$ cat src/rtl/riscv_lsu_ctrl.sv
// ----------------------------------------------------------------------------
// riscv_lsu_ctrl
//
// Load/store sequencer between the RISC-V decode/execute stage and the data
// memory. It accepts one access from the core, runs a req/ready handshake with
// memory, builds byte enables, replicates store data across the word and
// sign/zero-extends load data. The core is stalled until the access retires.
//
// Parameters:
//   TIMEOUT_CYCLES  cycles spent in REQ without mem_ready_i before the access
//                   is aborted with a fault (1..1023)
//
// Ports:
//   clk_i             core clock
//   rst_i             synchronous reset, active-high
//   core_req_i        access request from decode (held stable while stalled)
//   core_we_i         1 = store, 0 = load
//   core_size_i       B=0 H=1 W=2 BU=4 HU=5 (3, 6, 7 are illegal)
//   core_addr_i       byte address
//   core_wd_i         store data
//   core_rd_o         extended load data, valid in the DONE cycle
//   core_stall_req_o  1 = hold PC/pipeline
//   core_misalign_o   rejected access (misaligned or illegal size), combinational
//   core_fault_o      memory timeout, pulses in the DONE cycle
//   mem_req_o         memory request (registered)
//   mem_we_o          memory write enable (registered)
//   mem_be_o          byte enables (registered)
//   mem_addr_o        word-aligned address (registered)
//   mem_wd_o          replicated store data (registered)
//   mem_rd_i          memory read word
//   mem_ready_i       access complete, only looked at while mem_req_o=1
// ----------------------------------------------------------------------------
module riscv_lsu_ctrl #(
    parameter int unsigned TIMEOUT_CYCLES = 255
) (
    input  logic        clk_i,
    input  logic        rst_i,
    input  logic        core_req_i,
    input  logic        core_we_i,
    input  logic [2:0]  core_size_i,
    input  logic [31:0] core_addr_i,
    input  logic [31:0] core_wd_i,
    output logic [31:0] core_rd_o,
    output logic        core_stall_req_o,
    output logic        core_misalign_o,
    output logic        core_fault_o,
    output logic        mem_req_o,
    output logic        mem_we_o,
    output logic [3:0]  mem_be_o,
    output logic [31:0] mem_addr_o,
    output logic [31:0] mem_wd_o,
    input  logic [31:0] mem_rd_i,
    input  logic        mem_ready_i
);

    localparam int unsigned CntW = 10;
    localparam logic [CntW-1:0] CntLast = CntW'(TIMEOUT_CYCLES - 1);

    localparam logic [2:0] SizeB  = 3'd0;
    localparam logic [2:0] SizeH  = 3'd1;
    localparam logic [2:0] SizeW  = 3'd2;
    localparam logic [2:0] SizeBu = 3'd4;
    localparam logic [2:0] SizeHu = 3'd5;

    typedef enum logic [1:0] {
        StIdle,
        StReq,
        StDone
    } state_e;

    state_e          state_q, state_d;
    logic            mem_req_q, mem_req_d;
    logic            mem_we_q, mem_we_d;
    logic [3:0]      mem_be_q, mem_be_d;
    logic [31:0]     mem_addr_q, mem_addr_d;
    logic [31:0]     mem_wd_q, mem_wd_d;
    logic [1:0]      off_q, off_d;
    logic [2:0]      size_q, size_d;
    logic [CntW-1:0] cnt_q, cnt_d;
    logic            fault_q, fault_d;
    logic [31:0]     rd_q, rd_d;

    // Request decode: legality, alignment, byte enables and store replication
    logic        size_legal;
    logic        aligned;
    logic        req_ok;
    logic [1:0]  req_off;
    logic [3:0]  req_be;
    logic [31:0] req_wd;

    assign req_off = core_addr_i[1:0];

    always_comb begin
        size_legal = 1'b0;
        aligned    = 1'b0;
        req_be     = 4'b0000;
        req_wd     = core_wd_i;
        unique case (core_size_i)
            SizeB, SizeBu: begin
                size_legal = 1'b1;
                aligned    = 1'b1;
                req_be     = 4'b0001 << req_off;
                req_wd     = {4{core_wd_i[7:0]}};
            end
            SizeH, SizeHu: begin
                size_legal = 1'b1;
                aligned    = ~req_off[0];
                req_be     = req_off[1] ? 4'b1100 : 4'b0011;
                req_wd     = {2{core_wd_i[15:0]}};
            end
            SizeW: begin
                size_legal = 1'b1;
                aligned    = (req_off == 2'b00);
                req_be     = 4'b1111;
            end
            default: begin
                size_legal = 1'b0;
                aligned    = 1'b0;
            end
        endcase
    end

    assign req_ok = size_legal & aligned;

    // Load extraction from the raw memory word using the captured offset/size
    logic [7:0]  rd_byte;
    logic [15:0] rd_half;
    logic [31:0] rd_ext;

    always_comb begin
        unique case (off_q)
            2'd0:    rd_byte = mem_rd_i[7:0];
            2'd1:    rd_byte = mem_rd_i[15:8];
            2'd2:    rd_byte = mem_rd_i[23:16];
            default: rd_byte = mem_rd_i[31:24];
        endcase
        rd_half = off_q[1] ? mem_rd_i[31:16] : mem_rd_i[15:0];
        unique case (size_q)
            SizeB:   rd_ext = {{24{rd_byte[7]}}, rd_byte};
            SizeBu:  rd_ext = {24'd0, rd_byte};
            SizeH:   rd_ext = {{16{rd_half[15]}}, rd_half};
            SizeHu:  rd_ext = {16'd0, rd_half};
            default: rd_ext = mem_rd_i;
        endcase
    end

    // Next-state and outputs
    always_comb begin
        state_d          = state_q;
        mem_req_d        = mem_req_q;
        mem_we_d         = mem_we_q;
        mem_be_d         = mem_be_q;
        mem_addr_d       = mem_addr_q;
        mem_wd_d         = mem_wd_q;
        off_d            = off_q;
        size_d           = size_q;
        cnt_d            = cnt_q;
        fault_d          = fault_q;
        rd_d             = rd_q;
        core_stall_req_o = 1'b0;
        core_misalign_o  = 1'b0;
        core_fault_o     = 1'b0;

        unique case (state_q)
            StIdle: begin
                if (core_req_i) begin
                    if (req_ok) begin
                        core_stall_req_o = 1'b1;
                        mem_req_d        = 1'b1;
                        mem_we_d         = core_we_i;
                        mem_be_d         = req_be;
                        mem_addr_d       = {core_addr_i[31:2], 2'b00};
                        mem_wd_d         = req_wd;
                        off_d            = req_off;
                        size_d           = core_size_i;
                        cnt_d            = '0;
                        fault_d          = 1'b0;
                        state_d          = StReq;
                    end else begin
                        // Rejected without touching memory; the core is not stalled
                        core_misalign_o = 1'b1;
                    end
                end
            end

            StReq: begin
                core_stall_req_o = 1'b1;
                if (mem_ready_i) begin
                    rd_d      = rd_ext;
                    mem_req_d = 1'b0;
                    state_d   = StDone;
                end else if (cnt_q == CntLast) begin
                    rd_d      = '0;
                    mem_req_d = 1'b0;
                    fault_d   = 1'b1;
                    state_d   = StDone;
                end else begin
                    cnt_d = cnt_q + 1'b1;
                end
            end

            StDone: begin
                // core_req_i here still belongs to the retiring instruction
                core_fault_o = fault_q;
                state_d      = StIdle;
            end

            default: begin
                state_d   = StIdle;
                mem_req_d = 1'b0;
            end
        endcase
    end

    always_ff @(posedge clk_i) begin
        if (rst_i) begin
            state_q    <= StIdle;
            mem_req_q  <= 1'b0;
            mem_we_q   <= 1'b0;
            mem_be_q   <= 4'b0000;
            mem_addr_q <= '0;
            mem_wd_q   <= '0;
            off_q      <= 2'b00;
            size_q     <= 3'd0;
            cnt_q      <= '0;
            fault_q    <= 1'b0;
            rd_q       <= '0;
        end else begin
            state_q    <= state_d;
            mem_req_q  <= mem_req_d;
            mem_we_q   <= mem_we_d;
            mem_be_q   <= mem_be_d;
            mem_addr_q <= mem_addr_d;
            mem_wd_q   <= mem_wd_d;
            off_q      <= off_d;
            size_q     <= size_d;
            cnt_q      <= cnt_d;
            fault_q    <= fault_d;
            rd_q       <= rd_d;
        end
    end

    assign core_rd_o  = rd_q;
    assign mem_req_o  = mem_req_q;
    assign mem_we_o   = mem_we_q;
    assign mem_be_o   = mem_be_q;
    assign mem_addr_o = mem_addr_q;
    assign mem_wd_o   = mem_wd_q;

endmodule

$ cat config.mk
export PLATFORM = sky130hd
export DESIGN_NAME = riscv_lsu_ctrl
export DESIGN_NICKNAME = d
export VERILOG_FILES = /design/src/rtl/riscv_lsu_ctrl.sv
export SDC_FILE = /design/constraint.sdc
export NUM_CORES = 1
export LEC_CHECK = 0
export ABC_CLOCK_PERIOD_IN_PS = 3250
export BUFFER_PORTS_ARGS = -buffer_cell sky130_fd_sc_hd__buf_2
export CORE_AREA = 8 8 112 114
export CTS_CLUSTER_DIAMETER = 120
export DETAILED_ROUTE_END_ITERATION = 8
export DIE_AREA = 0 0 120 122
export PLACE_DENSITY = 0.92
export SLEW_MARGIN = 40
export SYNTH_ARGS = -nofsm -noshare
export SYNTH_HDL_FRONTEND = slang
export SYNTH_SLANG_ARGS = --single-unit
export TNS_END_PERCENT = 100
$ cat constraint.sdc
create_clock -name clk_i -period 3.25 [get_ports clk_i]
set_clock_uncertainty 0.2 [all_clocks]
set_input_delay 0.65 -clock clk_i [delete_from_list [all_inputs] [get_ports clk_i]]
set_output_delay 0.65 -clock clk_i [all_outputs]
set_load 0.03 [all_outputs]
**After elaboration in Yosys (flattened, before gate mapping)**

Index checks and enable logic that the tools add are counted.

- Output and inout port bits: 105
- Input bits: 104
- Register bits after elaboration: 118

- Bitwise gates (word level): 3
- Muxes and demuxes: 37
- Shift operators: 1
- Equal/unequal tests: 18
- Reductions and logical operators: 16
- Add/sub/neg operators: 1

Operators by type and width:

| cell | count |
|---|---|
| 32-bit case mux with 4 select lines | 1 |
| 32-bit two-way mux | 2 |
| 32-bit case mux with 2 select lines | 1 |
| 10-bit two-way mux | 4 |
| 8-bit case mux with 3 select lines | 1 |
| 10-bit case mux with 2 select lines | 1 |
| 16-bit two-way mux | 1 |
| 1-bit two-way mux | 15 |
| 3-bit equality test, second input constant | 4 |
| 4-bit case mux with 3 select lines | 1 |
| 10-bit by 1-bit adder with 10-bit output, second input constant | 1 |
| 10-bit by 8-bit equality test with 1-bit output, second input constant | 1 |
| 2-bit inequality test, second input constant | 5 |
| 5-bit AND reduction | 2 |
| 2-bit two-way mux | 4 |
| 3-bit by 1-bit equality test with 1-bit output, second input constant | 2 |
| 2-bit logical NOT | 3 |
| 3-bit logical NOT | 2 |
| 1-bit case mux with 3 select lines | 2 |
| 3-bit AND reduction | 2 |
| 5-bit OR reduction | 1 |
| 2-bit by 1-bit equality test with 1-bit output, second input constant | 2 |
| 2-bit equality test, second input constant | 2 |
| 4-bit two-way mux | 1 |
| other kinds (11) | 15 |

**Depth between registers and ports, before layout**

- Depth after elaboration: 7
- Gate-level depth with buffers: 7
- Gate-level depth less buffers: 6

**Least setup slack after synthesis**

Ideal clock, no wire load.

- Kind: in2out
- Start point: input port core_size_i[0]
- End point: output port core_misalign_o
- Cell stages on the path: 3
- Arrival time: 1.997 ns
- Setup slack: 0.403 ns
- Data required time: 2.400 ns
- Path through: buf_1 -> nor2_1 -> nor3_1

- Longest elaborated chain between the ends: 7
- Elaborated cells between the ends (all ways): 14
- Those cells by class: eq/ne (4); mux (5); bitwise (1); reduce/logical (4)

Ends and longest elaborated chain:

| element | line | text |
|---|---|---|
| start: declaration | 40 | `input logic [2:0] core_size_i,` |
| 3-bit by 1-bit equality test with 1-bit output, or another cell as far along | 98 | `unique case (core_size_i)` |
| 2-bit OR reduction, or another cell as far along | 98 |  |
| 1-bit case mux with 3 select lines or 1-bit two-way mux (tied branches) | 98 |  |
| 1-bit bitwise AND * | 123 | `assign req_ok = size_legal & aligned;` |
| 1-bit two-way mux * | 167 | `if (req_ok) begin` |
| 1-bit two-way mux * | 166 | `if (core_req_i) begin` |
| 1-bit two-way mux * | 164 | `unique case (state_q)` |
| end: declaration | 45 | `output logic core_misalign_o,` |

Mark *: on every way between the ends. The rest lies on a longest branch, timed or not.

**Worst setup path in the final report**

- Start point: register state_q[1]
- End point: output port core_stall_req_o

- Longest elaborated chain between the ends: 2
- Elaborated cells between the ends (all ways): 3
- Those cells by class: eq/ne (1); mux (1); reduce/logical (1)

Ends and longest elaborated chain:

| element | line | text |
|---|---|---|
| start: declaration | 71 | `state_e state_q, state_d;` |
| start signal: assignment | 217 | `state_q <= StIdle;` |
| start signal: assignment | 229 | `state_q <= state_d;` |
| 2-bit by 1-bit equality test with 1-bit output or 2-bit logical NOT (tied branches) | 164 |  |
| 1-bit case mux with 2 select lines * | 164 |  |
| end: declaration | 44 | `output logic core_stall_req_o,` |

Marks and branches as above.

==> results by group <==
Synth
  • Leading area contributor after synthesis: dfxtp_1
  • Synthesized area: 5245 um2
  • Syn_area_per_cell: roughly 8.6 um2
  • Top-area cell type share of the netlist area: between 40 and 50%
  • Top_reg_cell synth: dfxtp_1
  • Post-synthesis compound-gate area fraction: between 20% and 30%
  • Largest family of logic cells by synthesized area: compound AO/OA/AOI/OAI gates
  • Simple-Gate Fraction of Synth Area: roughly a fifth
  • Adder-Cell Fraction of Synth Area: less than 1%
  • Largest cells by area after synthesis: dfxtp_1 45%, nand2_1 9.3%, a21oi_1 6.7%
  • Post-synth EDFFs: 0
  • Sequential area share after synthesis: 45.04%
  • Count leader, synth: nand2_1
  • Synthesis Warnings: 0
  • Post-Synth XOR/XNOR Area: less than 1%
  • Post-synthesis mux area share: 5.773%
  • Synth cell types: between 50 and 60
  • Flops & latches, synth: 118
  • Cells after synthesis: roughly 610
  • Synth cell count leaders: 130 x nand2_1, 118 x dfxtp_1, 70 x a21oi_1
  • Ys async rst share: 0%

Clocking
  • Reg clk slew, reported paths: 0.06 ns
  • Largest buffer count on any clock path: 2
  • CTS root buffer: clkbuf_8
  • CTS tree: yes
  • TritonCTS Sinks: between 100 and 150
  • Inserted Clock Buffers: 17
  • Skew-Pair Late Insertion Delay: roughly 0.50 ns
  • CTS resizes: 0
  • Number of H-tree branching levels: 4
  • Post-CTS Setup Inserts: 0
  • Post-CTS Hold Buffers: 0

Finish
  • N_diodes: 0
  • Share of cells above drive strength 1: between 30% and 40%
  • Final #Nets: approximately 900
  • P&R area growth vs syn: 31.66%
  • Final std cell area, no fill: 6905 um2

Setup path
  • WS Path Type: reg2out
  • CP max stage delay: 0.55 ns
  • CP top delay family: simple AND/OR/NAND/NOR gates
  • Crit path DAT: around 2.2 ns
  • Cell Chain, Critical Path: or3b_1 -> or3b_2 -> nand2_1 -> buf_2
  • Crit. End Element: output port
  • Buf/Inv on CP: 1
  • Reg2Reg Depth: 4
  • Startpoint Class: flip-flop
  • FF-to-FF setup slack: around 0.85 ns
  • Max FO, Critical Path: 8
  • Crit path max-delay cell type: or3b_2
  • R2r startpoint: off_q[1]
  • Critical path data required time: roughly 2.4 ns
  • RR Endpoint: core_rd_o[19]

Route
  • Residual DRC: 0
  • Routed vias: roughly 5.2k
  • Average via count per standard cell: between 5 and 6
  • Pre-antenna DRT Iters: 5
  • Drt total wl: 16640 um
  • DRT antenna net count: 0
  • Wire per inst: approximately 18 um
  • Drt first-iter violations: approximately 490

STA
  • Fin. Hold Viols: 0
  • Max Clk Rate: 327.1 MHz
  • Worst-Margin Slew: around 0.8 ns
  • Slew Limit Fails: 0
  • Final setup viols: 0
  • Slew Limit Headroom: between 40% and 50%
  • Min Hold Slack: about 0.18 ns
  • Final Cycle Share: roughly 94%
  • RSZ-0062 raised after global routing: false
  • Tmin final: 3.057 ns
  • Final setup TNS: 0 ns

Floorplan
  • Die height: ~120 um
  • Starting Density: 49.03%
  • Rows: 38
  • Die span in x: roughly 120 um
  • IO Pins: approximately 210
  • Die Footprint: 14640 um2
  • Core Area: ~11000 um2

Run
  • Max-Cap Viols: 0

Global route
  • First-pass GRT wire length: around 26000 um
  • Number of global-route vias before repair: between 5k and 6k
  • Initial antenna violation count: 0
  • Tot GR Track Use: 22.08%
  • Largest net degree at the start of global routing: 78
  • Total congestion overflow: 0

Placed design
  • Port Buffers: just over 200
  • DP Area: around 6300 um2
  • Detailed placement HPWL: approximately 12000 um
  • RD Place Congestion: 0.8638

Power
  • P_leak: 3.032 nW
  • Peak supply drop: around 0.56 mV
  • Pwr/cell area: around 580 nW/um2
  • Overall Power: a little over 4 mW

Worst hold path
  • Hold path startpoint: core_addr_i[20]
  • Worst hold path stage count: 3
  • HP Class: in2reg
  • Hold endpoint: mem_addr_o[20]

Status
  • Run status: finished clean
-- per-layer routing --
metal | vias to the layer above | global-route usage (%) | wire (um)
met5 | - | 0 | 0
met4 | 0 | 8.821 | 294
met1 | 2419 | 23.85 | 6404
met2 | 257 | 36.43 | 7840
met3 | 20 | 11.11 | 2102
li1 | 2537 | - | -
-- layout make-up --
type | instances | area, um2
clock buffers | 18 | 427.9
well taps | 140 | 175.2
multi-input cells | 440 | 2610
clock inverters | 13 | 196.4
flip-flops and latches | 118 | 2362
fillers | 895 | 3792
repair buffers | 217 | 1126
inverters | 2 | 7.507
-- power by group --
part | internal (mW) | switching (mW)
sequential | 1.51 | 0.0404
clock | 1.28 | 0.691
combinational | 0.183 | 0.342
total | 2.97 | 1.07
-- worst max path at each step --
stage | start | endpoint | slack (ns) | cells after the start
floorplan | core_size_i[0] | core_misalign_o | 0.40 | 3
global placement | core_req_i | core_stall_req_o | 0.41 | 5
detailed placement | core_req_i | core_stall_req_o | 0.39 | 5
CTS | state_q[1] | core_stall_req_o | 0.14 | 4
global route | state_q[1] | core_stall_req_o | 0.1 | 4
finish | state_q[1] | core_stall_req_o | 0.19 | 4
-- sequential cells by signal, indices dropped and copies added, names as in the netlist, 2 cells and up --
register,cells
cnt_q,10
core_rd_o,32
mem_addr_o,30
mem_be_o,4
mem_wd_o,32
off_q,2
size_q,3
state_q,2
-- worst register-to-register path, stage by stage (launching register included) --
cell and delay [ns]:
dfxtp_1 0.85, nor2b_1 0.31, a22oi_4 0.16, a21oi_2 0.61, a221o_1 0.22
-- placed cells by master (no fill, tap or decap), types with 3 or more instances in the layout --
cell type and instances:
xnor2_1 5, mux2i_1 19, inv_6 3, a311oi_1 10
nand4_1 3, mux2_2 10, nor2_1 40, clkinv_4 3
buf_4 10, o2bb2ai_1 8, nor2b_1 6, a211o_1 4
a21oi_2 3, bufinv_16 4, a211oi_1 13, a32o_1 8
nor3_1 6, or3_1 6, and3b_1 4, buf_2 206
nand2b_1 14, a21oi_1 69, a221o_1 16, o21ai_0 33
clkbuf_16 16, dfxtp_1 118, nand2_1 130
-- stage by stage --
step / util, % / instances / setup WS, ns
3_3_place_gp: 58.71 / 917 / 0.4056
2_1_floorplan: - / 609 / 0.4031
3_5_place_dp: 58.71 / 917 / 0.3876
4_1_cts: 64.55 / 948 / 0.1410
6_report: 64.55 / 948 / 0.1931
5_1_grt: 64.55 / 948 / 0.09869
-- cell families after synthesis --
group	after synthesis
adders and majority gates	2
xor gates and xnor gates	5
AOI/OAI and AO/OA	174
and+or+nand+nor	228
DFF	118
muxes	29
other	1
buffers and inverters	51
Note: power is estimated with default switching activity, not from simulation.
